### src/rtl/c1_pkg.sv
// Shared definitions for the c1 distributor: default widths, destination
// index encoding, slot state encoding and the select decode function.
package c1_pkg;

   localparam int unsigned SIZE_DEF = 5;
   localparam int unsigned CNTW_DEF = 8;
   localparam int unsigned NUM_DST  = 4;

   typedef enum logic [1:0] {
      DST_A0 = 2'd0,
      DST_A1 = 2'd1,
      DST_B0 = 2'd2,
      DST_B1 = 2'd3
   } dst_e;

   typedef enum logic {
      SLOT_EMPTY = 1'b0,
      SLOT_FULL  = 1'b1
   } slot_state_e;

   // S0|S1 picks the B pair (steered by SB), otherwise the A pair (steered by SA)
   function automatic dst_e decode_dst(input logic sa, input logic sb,
                                       input logic s0, input logic s1);
      logic s2;
      s2 = s0 | s1;
      if (s2) return sb ? DST_B1 : DST_B0;
      else    return sa ? DST_A1 : DST_A0;
   endfunction

endpackage

### src/rtl/c1_slot.sv
// One-entry destination slot: data register plus EMPTY/FULL state.
// Ports: clk, rst_n (sync, active-low), load (accept targets this slot),
//        data (word to load), drain (consumer takes the word),
//        q (held word), valid (slot is FULL).
module c1_slot
   import c1_pkg::*;
#(
   parameter int unsigned W = SIZE_DEF
) (
   input  logic         clk,
   input  logic         rst_n,
   input  logic         load,
   input  logic [W-1:0] data,
   input  logic         drain,
   output logic [W-1:0] q,
   output logic         valid
);

   slot_state_e  state;
   slot_state_e  state_nxt;
   logic [W-1:0] q_nxt;

   // State and data registers
   always_ff @(posedge clk) begin
      if (!rst_n) begin
         state <= SLOT_EMPTY;
         q     <= '0;
      end else begin
         state <= state_nxt;
         q     <= q_nxt;
      end
   end

   // Load wins over drain: a drain plus load in one cycle refills the slot
   always_comb begin
      state_nxt = state;
      q_nxt     = q;
      case (state)
         SLOT_EMPTY: begin
            if (load) begin
               state_nxt = SLOT_FULL;
               q_nxt     = data;
            end
         end
         SLOT_FULL: begin
            if (load) begin
               q_nxt = data;
            end else if (drain) begin
               state_nxt = SLOT_EMPTY;
            end
         end
         default: state_nxt = SLOT_EMPTY;
      endcase
   end

   assign valid = (state == SLOT_FULL);

endmodule

### src/rtl/c1_distributor.sv
// Routes one input word per cycle to one of four 1-entry slots (A0/A1/B0/B1)
// chosen by SA/SB/S0/S1, and counts accepted words.
// Ports: clk, rst_n (sync, active-low); D/in_valid/in_ready input handshake;
//        SA, SB, S0, S1 destination selects; A0..B1 slot data with
//        X_valid/X_ready consumer handshakes; count = words accepted.
module c1_distributor
   import c1_pkg::*;
#(
   parameter int unsigned SIZE = SIZE_DEF,
   parameter int unsigned CNTW = CNTW_DEF
) (
   input  logic            clk,
   input  logic            rst_n,
   input  logic [SIZE-1:0] D,
   input  logic            in_valid,
   output logic            in_ready,
   input  logic            SA,
   input  logic            SB,
   input  logic            S0,
   input  logic            S1,
   output logic [SIZE-1:0] A0,
   output logic [SIZE-1:0] A1,
   output logic [SIZE-1:0] B0,
   output logic [SIZE-1:0] B1,
   output logic            A0_valid,
   output logic            A1_valid,
   output logic            B0_valid,
   output logic            B1_valid,
   input  logic            A0_ready,
   input  logic            A1_ready,
   input  logic            B0_ready,
   input  logic            B1_ready,
   output logic [CNTW-1:0] count
);

   dst_e               dst;
   logic               accept;
   logic [NUM_DST-1:0] slot_valid;
   logic [NUM_DST-1:0] slot_ready;
   logic [NUM_DST-1:0] load;
   logic [SIZE-1:0]    slot_q [NUM_DST];

   assign dst        = decode_dst(SA, SB, S0, S1);
   assign slot_ready = {B1_ready, B0_ready, A1_ready, A0_ready};

   // Ready when the chosen slot is empty or is being drained this cycle
   assign in_ready = !slot_valid[dst] || slot_ready[dst];
   assign accept   = in_valid && in_ready;

   // One-hot load strobe toward the decoded destination
   always_comb begin
      load      = '0;
      load[dst] = accept;
   end

   for (genvar i = 0; i < NUM_DST; i++) begin : g_slot
      c1_slot #(.W(SIZE)) u_slot (
         .clk   (clk),
         .rst_n (rst_n),
         .load  (load[i]),
         .data  (D),
         .drain (slot_ready[i]),
         .q     (slot_q[i]),
         .valid (slot_valid[i])
      );
   end

   assign A0       = slot_q[0];
   assign A1       = slot_q[1];
   assign B0       = slot_q[2];
   assign B1       = slot_q[3];
   assign A0_valid = slot_valid[0];
   assign A1_valid = slot_valid[1];
   assign B0_valid = slot_valid[2];
   assign B1_valid = slot_valid[3];

   // Accepted-word counter, wraps naturally
   always_ff @(posedge clk) begin
      if (!rst_n)      count <= '0;
      else if (accept) count <= count + CNTW'(1);
   end

endmodule

### config.mk
export PLATFORM = sky130hd
export DESIGN_NAME = c1_distributor
export DESIGN_NICKNAME = d
export VERILOG_FILES = /design/src/rtl/c1_pkg.sv /design/src/rtl/c1_slot.sv /design/src/rtl/c1_distributor.sv
export SDC_FILE = /design/constraint.sdc
export NUM_CORES = 1
export LEC_CHECK = 0
export ABC_CLOCK_PERIOD_IN_PS = 3190
export CORE_MARGIN = 4
export CORE_UTILIZATION = 45
export CTS_BUF_LIST = sky130_fd_sc_hd__clkbuf_4
export DETAILED_ROUTE_END_ITERATION = 16
export DONT_BUFFER_PORTS = 1
export PLACE_DENSITY = 0.62
export RECOVER_POWER = 25
export SETUP_SLACK_MARGIN = 0.15
export SKIP_CTS_REPAIR_TIMING = 1
export SYNTH_ARGS = -nofsm -noshare
export SYNTH_HDL_FRONTEND = slang
export SYNTH_SLANG_ARGS = --single-unit
### constraint.sdc
create_clock -name clk -period 3.19 [get_ports clk]
set_input_delay 0.1595 -clock clk [delete_from_list [all_inputs] [get_ports clk]]
set_output_delay 0.1595 -clock clk [all_outputs]
set_load 0.02 [all_outputs]
==> impl_metrics.tcl, run 1 <==
set metrics [dict create \
    holdPathStages 2 \
    ios 49 \
    busiest_layer "met2" \
    seq_area_um2 641 \
    clock_sinks 32 \
    antenna_left 0 \
    clockRootBuffer "clkbuf_4" \
    hold_viol 0 \
    dr.first_iter.drc_count 39 \
    crit_path_top_delay_cell "dfxtp_1" \
    ys_ff_latch 32 \
    synth_fp_nets 150 \
    cp-start-kind "register" \
    synthCells 133 \
    p_per_area_nw_per_um2 519 \
    async_reset_ff_share_pct 0 \
    dp.final_hpwl_mm 2.06 \
    crit_type "reg2out" \
    slew_violations 0 \
    routedWlPerCell_um 16.7 \
    initial_utilization_pct 49.1 \
    drt_pre_antenna_iters 3 \
    fp.dieW_um 63.8 \
    required_ns 3.03 \
    worst_slack_ns 1.53 \
    finalWirelength_mm 2.89 \
    worstSetupEndpointType "output pin" \
    die_h_um 63.8 \
    r2r_cells 5 \
    ys_seq_area_share_pct 45.8 \
    diodes 0 \
    ir_drop_uv 287 \
    gr-usage-all-layers_pct 14.8 \
    synthDistinctLibCells 31 \
    grt_util_met2_pct 20.8 \
    grt_max_degree 38 \
    worst_ep_arrival_time_ns 1.50 \
    postLayoutCellArea_um2 1560 \
    vias_per_cell 5.39 \
    place_ws_ns 1.59 \
    ctsHtreeMaxLevel 2 \
    max-cap-violations 0 \
    clockBufferDepth 2 \
    grt_pass1_vias 913 \
    antenna_found_initial 0 \
    path_buf_inv 0 \
    p_total_uw 808 \
    grt_util_met3_pct 9.81 \
    row_count 19 \
    synth_edf_count 0 \
    area_delta_synth_final_pct 11.3 \
    grt_pass1_wl_mm 4.49 \
    numCtsBuffers 5 \
    path_delay_family "flip-flops" \
    max_clock_freq_mhz 602 \
    p_leak_uw 0.000626 \
    slew-limit-headroom_pct 32.9 \
    drc_errors 0 \
    fin_crit_ns 1.66 \
    fin_skew_ns 0.00365 \
    path_max_fanout 3 \
    netlist_area_um2 1400 \
    fillers 261 \
    clock_latency_ns 0.32 \
    synth-main-ff-cell "dfxtp_1" \
    mostFrequentLayoutCells "dfxtp_1 (32), mux2i_1 (24), nor2b_1 (23)" \
    avgSynthCellArea_um2 10.5 \
    crit_chain "or3b_1 -> o21ai_0 -> mux2i_1" \
    drive_above_1_share_pct 12.0 \
    mostFrequentLayoutCell "dfxtp_1" \
    finalNetCount 158 \
    clk_transition_reported_paths_ns 0.10 \
    gr-usage-met1_pct 17.8 \
    overflow 0 \
    grt_setup_unrepaired "false" \
    min_path_type "in2reg" \
    setup_viol 0 \
    gp_congestion 0.713 \
    status "complete, no violations" \
    cp_num_cells 3 \
    via_count 932 \
    finalCritPeriodShare_pct 52.1 \
    io_buffers 0 \
    dieArea_um2 4070 \
    multiInputGateArea_um2 736 \
    cts_tree "yes" \
    slowest_delay_ns 0.46 \
    setup_tns_ns 0 \
    ys_warn_count 0 \
    worst_pin_slew_ns 1.00 \
    placed_area_um2 1420 \
    core_area_um2 2850 \
]
## cells in the mapped netlist, types with 2 or more instances
library cell  number  area share (%)
nand3_1            2            0.71
o21a_1             2             1.1
nand4_1            4             1.8
nand2_1            6             1.6
o21ai_0            2            0.71
a21boi_0           3             1.6
nand2b_1           7             3.1
a21oi_1            3             1.1
clkbuf_1           3            0.80
and2_1             3             1.3
dfxtp_1           32              46
mux2i_1           24              17
xor2_1             2             1.3
nor2b_1           23              10
## per-stage QoR
stage	hold slack [ns]	cells	util (%)
floorplan	0.326	133	-
global placement	0.281	159	49.7
detailed placement	0.285	159	49.7
CTS	-0.0673	167	52.5
global route	0.00508	173	54.6
finish	0.00857	173	54.6
## report_power, final
| group | switching, uW | internal (uW) | leakage (uW) |
|---|---|---|---|
| clock | 130 | 173 | 0.0000456 |
| sequential | 28.4 | 413 | 0.000260 |
| combinational | 31.8 | 32.5 | 0.000320 |
| total | 190 | 618 | 0.000626 |
## layer usage
metal,part of all wire (%),wire [um]
met2,46,1320
met5,0,0
met4,0.59,17
met1,44,1260
met3,10,299
## final cells by class
| class | count | share of cell area (%) |
|---|---|---|
| Clock buffer | 6 | 2.89 |
| Clock inverter | 2 | 2.25 |
| Inverter | 1 | 0.241 |
| Multi-Input combinational cell | 95 | 47.2 |
| Sequential cell | 32 | 41.1 |
| Tap cell | 31 | 2.49 |
| Timing Repair Buffer | 6 | 3.85 |
## final timing paths
| check | end | start | slack, ns |
|---|---|---|---|
| worst max-delay path | in_ready | g_slot[0].u_slot.valid$_SDFF_PN0_ | 1.53 |
| worst min-delay path | g_slot[1].u_slot.q[1]$_SDFFE_PN0P_ | D[1] | 0.009 |
| worst max register to register | count[0]$_SDFFE_PN0P_ | g_slot[0].u_slot.valid$_SDFF_PN0_ | 1.59 |
| worst min register to register | count[7]$_SDFFE_PN0P_ | count[7]$_SDFFE_PN0P_ | 0.59 |
## sequential cells by signal (all words and copies together) (netlist names)
name / cells
g_slot.u_slot.valid: 4
count: 8
g_slot.u_slot.q: 20
## logic make-up (layout without fill, tap and decap cells)
logic type      Yosys count  count (layout)  share of synthesized area, %
flops                    32              32                          45.8
fa+ha+maj                 1               1                         0.894
mux                      24              24                          17.2
buf+inv                   6              15                          1.70
simple gates             53              53                          24.8
compound gates           15              15                          8.49
xor+xnor                  2               2                          1.25
## worst reg2reg max path: stages (launching register included)
cell       delay [ns]
dfxtp_1          0.46
or3b_1           0.41
o2111ai_2        0.19
nand2_4          0.12
xor2_1           0.15
and2_1           0.17
No activity file was read; power rests on OpenSTA's default activity.
==> run 2: changes to the inputs <==
Settings changed: ABC_CLOCK_PERIOD_IN_PS 3190 to 1600.
Clock period 3.19 ns to 1.6 ns, I/O delays scaled along.
==> run 2 against run 1 <==
- total power is 110% higher
- final area up 11%
- combinational power grew to 2.8 times the previous value
- register-to-register slack lost 1.5 ns
- largest power group unchanged
==> impl_metrics.tcl, run 2 (same netlist as run 1, synthesis figures left out) <==
set metrics [dict create \
    slowest_delay_ns 0.41 \
    hold_viol 0 \
    ios 49 \
    grt_pass1_vias 982 \
    finalNetCount 171 \
    worst_pin_slew_ns 0.388 \
    io_buffers 0 \
    cp_num_cells 3 \
    initial_utilization_pct 49.1 \
    largest_reg_flops 20 \
    finalWirelength_mm 3.08 \
    drc_errors 0 \
    ir_drop_uv 663 \
    overflow 0 \
    grt_pass1_wl_mm 4.77 \
    p_leak_uw 0.000697 \
    via_count 1004 \
    crit_type "reg2out" \
    max_clock_freq_mhz 676 \
    r2r_cells 5 \
    dp.final_hpwl_mm 2.13 \
    finalCritPeriodShare_pct 92.5 \
    fin_util_pct 60.5 \
    ctsHtreeMaxLevel 2 \
    worst_ep_arrival_time_ns 1.40 \
    cp-start-kind "register" \
    crit_chain "or3b_4 -> o21ai_0 -> mux2i_2" \
    mostFrequentLayoutCells "dfxtp_1 (31), nor2b_1 (23), mux2i_1 (23)" \
    dp_cells 165 \
    clock_sinks 32 \
    numCtsBuffers 5 \
    setup_viol 0 \
    clockRootBuffer "clkbuf_4" \
    slew-limit-headroom_pct 74.1 \
    drive_above_1_share_pct 20.0 \
    row_count 19 \
    vias_per_cell 5.40 \
    core_area_um2 2850 \
    fin_crit_ns 1.48 \
    fp.dieW_um 63.8 \
    min_from "B0_ready" \
    routedWlPerCell_um 16.5 \
    cts_tree "yes" \
    top_register "g_slot.u_slot.q" \
    clk_transition_reported_paths_ns 0.09 \
    dr.first_iter.drc_count 27 \
    gr-usage-all-layers_pct 15.4 \
    antenna_left 0 \
    drt_pre_antenna_iters 4 \
    worstSetupEndpointType "output pin" \
    die_h_um 63.8 \
    mostFrequentLayoutCell "dfxtp_1" \
    path_max_fanout 3 \
    fin_skew_ns 0.0109 \
    hold_ws_ns 0.0296 \
    cp-startpoint "g_slot[0].u_slot.valid$_SDFF_PN0_" \
    grt_setup_unrepaired "true" \
    timing.rr.start "g_slot[0].u_slot.valid$_SDFF_PN0_" \
    crit_path_top_delay_cell "or3b_4" \
    antenna_found_initial 0 \
    setup_tns_ns 0 \
    clockBufferDepth 2 \
    max-cap-violations 0 \
    holdPathStages 2 \
    gp_congestion 0.799 \
    p_per_area_nw_per_um2 962 \
    fin_cells 186 \
    status "complete, no violations" \
    min_path_type "in2reg" \
    grt_max_degree 38 \
    diodes 0 \
    path_delay_family "simple AND/OR/NAND/NOR gates" \
    clock_latency_ns 0.33 \
    dieArea_um2 4070 \
    path_buf_inv 0 \
    slew_violations 0 \
    area_delta_synth_final_pct 23.2 \
    required_ns 1.52 \
]
run 2: cell type report:
type	instances	area (um2)
clock inverters	2	35.0
well taps	31	38.8
flip-flops and latches	32	644
inverters	1	3.75
clock buffers	6	45.0
repair buffers	19	190
fillers	239	1130
multi-input cells	95	768
run 2: power by group:
| part | switching (uW) | total (uW) | internal, uW |
|---|---|---|---|
| Combinational | 88.1 | 180 | 91.7 |
| Clock | 270 | 615 | 344 |
| Sequential | 42.6 | 865 | 822 |
run 2: worst reg2reg max path, cell delays in order (launching register included):
cell and delay [ns]:
dfxtp_4 0.39, or3b_4 0.41, o2111ai_4 0.16, nand2_4 0.11, xor2_1 0.16, and2_1 0.15
run 2: worst paths after layout:
check	slack, ns	to
setup / recovery	0.12	in_ready
hold / removal	0.03	g_slot[2].u_slot.valid$_SDFF_PN0_
setup reg to reg	0.12	count[0]$_SDFFE_PN0P_
hold reg to reg	0.58	count[7]$_SDFFE_PN0P_
run 2: per-layer routing:
metal | vias up | part of all wire [%] | track usage [%]
met4 | 0 | 1.3 | 8.89
met3 | 4 | 8.4 | 6.83
met2 | 36 | 47 | 24.6
li1 | 505 | - | -
met1 | 459 | 43 | 16.8
met5 | - | 0 | 0
run 2: metrics by stage:
stage | setup WS, ns | cell area (um2) | power (uW)
floorplan | 0.175 | 1400 | 990
global placement | 0.131 | 1470 | 1010
detailed placement | 0.0825 | 1470 | 1010
CTS | 0.0595 | 1550 | 1630
global route | 0.0551 | 1730 | 1740
finish | 0.121 | 1730 | 1660
==> run 3: changes to the inputs <==
Settings changed: ABC_CLOCK_PERIOD_IN_PS 1600 to 1610, CTS_BUF_LIST sky130_fd_sc_hd__clkbuf_4 to sky130_fd_sc_hd__clkbuf_2.
Clock period 1.6 ns to 1.61 ns, I/O delays scaled along.
==> run 3 against run 2 <==
- non-clock buffer count is 1 lower
- setup slack got worse by 0.0056 ns
- first-iteration DRC count is 41% higher
- clock skew grew 0.0052 ns
- clock-buffer cell count unchanged
- critical path type unchanged
- clock power decreased by 11%
- largest cell class unchanged
- utilization shrank 1.4 points
- routed wire length up 1.2%
- combinational power about the same
==> impl_metrics.tcl, run 3 (same netlist as run 1, synthesis figures left out) <==
set metrics [dict create \
    worst_ep_arrival_time_ns 1.41 \
    clock_sinks 32 \
    grt_pass1_wl_mm 4.73 \
    gp_congestion 0.791 \
    clockBufferDepth 2 \
    postLayoutCellArea_um2 1690 \
    row_count 19 \
    slew-limit-headroom_pct 65.4 \
    core_area_um2 2850 \
    via_count 989 \
    overflow 0 \
    numCtsBuffers 5 \
    ios 49 \
    clk_transition_reported_paths_ns 0.15 \
    finalWirelength_mm 3.11 \
    antenna_found_initial 0 \
    min_path_type "in2reg" \
    die_h_um 63.8 \
    fin_cells 185 \
    drive_above_1_share_pct 18.2 \
    slew_violations 0 \
    drc_errors 0 \
    routedWlPerCell_um 16.8 \
    placed_area_um2 1470 \
    setup_viol 0 \
    dieArea_um2 4070 \
    grt_setup_unrepaired "true" \
    worst_pin_slew_ns 0.518 \
    timing.rr.start "g_slot[0].u_slot.valid$_SDFF_PN0_" \
    clockRootBuffer "clkbuf_2" \
    status "complete, no violations" \
    finalNetCount 170 \
    required_ns 1.53 \
    initial_utilization_pct 49.1 \
    max_clock_freq_mhz 669 \
    fin_util_pct 59.1 \
    min_from "SB" \
    fp.dieW_um 63.8 \
    dr.first_iter.drc_count 38 \
    fin_skew_ns 0.0160 \
    antenna_left 0 \
    grt_pass1_vias 961 \
    dp.final_hpwl_mm 2.07 \
    gr-usage-all-layers_pct 15.2 \
    diodes 0 \
    top_register "g_slot.u_slot.q" \
    vias_per_cell 5.35 \
    ir_drop_uv 501 \
    max-cap-violations 0 \
    ctsHtreeMaxLevel 2 \
    mostFrequentLayoutCells "dfxtp_1 (31), nor2b_1 (23), mux2i_1 (23)" \
    largest_reg_flops 20 \
    dp_cells 165 \
    hold_viol 0 \
    clock_latency_ns 0.38 \
    path_max_fanout 3 \
    p_leak_uw 0.000687 \
    worstSetupEndpointType "output pin" \
    drt_pre_antenna_iters 4 \
    p_per_area_nw_per_um2 938 \
    cts_tree "yes" \
    area_delta_synth_final_pct 20.5 \
    crit_type "reg2out" \
    setup_tns_ns 0 \
    finalCritPeriodShare_pct 92.8 \
    fin_crit_ns 1.49 \
    grt_max_degree 38 \
    mostFrequentLayoutCell "dfxtp_1" \
    cp-startpoint "g_slot[0].u_slot.valid$_SDFF_PN0_" \
    cp-start-kind "register" \
    io_buffers 0 \
]
run 3: cell types whose count changed in the layout (fill, tap and decap cells not counted), sizes merged:
| cell | change |
|---|---|
| buf | -3 |
| dlygate4sd3 | +1 |
| clkbuf | +1 |
run 3: metrics by stage:
stage / hold slack, ns / setup slack (ns) / power, uW
final: 0.0629 / 0.115 / 1580
after global routing: 0.0794 / 0.0623 / 1660
after CTS: -0.203 / 0.0207 / 1550
after detailed placement: 0.208 / 0.120 / 1010
after global placement: 0.202 / 0.143 / 1000
after floorplan: 0.247 / 0.185 / 984
run 3: area by class of cell:
class                           instances  area (um2)
Clock buffer                            6        30.0
Tap cell                               31        38.8
Fill cell                             260        1170
Timing Repair Buffer                   18         169
Sequential cell                        32         644
Multi-Input combinational cell         95         766
Clock inverter                          2        35.0
Inverter                                1        3.75
run 3: worst paths after layout:
kind,endpoint,slack (ns),cells past startpoint
max,in_ready,0.12,3
min reg2reg,count[7]$_SDFFE_PN0P_,0.59,2
max reg2reg,count[2]$_SDFFE_PN0P_,0.17,5
min,count[1]$_SDFFE_PN0P_,0.06,3
run 3: worst max-delay path, cell delays in order (launching register included):
cell	delay, ns
dfxtp_4	0.41
or3b_4	0.41
o21ai_2	0.10
mux2i_4	0.12
run 3: report_power, final:
part	leakage, uW	internal, uW	switching (uW)
clock network	0.0000430	267	278
registers	0.000261	818	42.3
logic	0.000383	87.6	89.0
total	0.000687	1170	409
run 3: layer usage:
layer	global-route usage [%]	wire length [um]	vias to the layer above	part of all wire, %
met2	22.2	1380	35	44
met5	0	0	-	0
met3	6.83	275	7	8.8
met1	18.3	1390	442	45
met4	8.89	68	0	2.2
li1	-	-	505	-
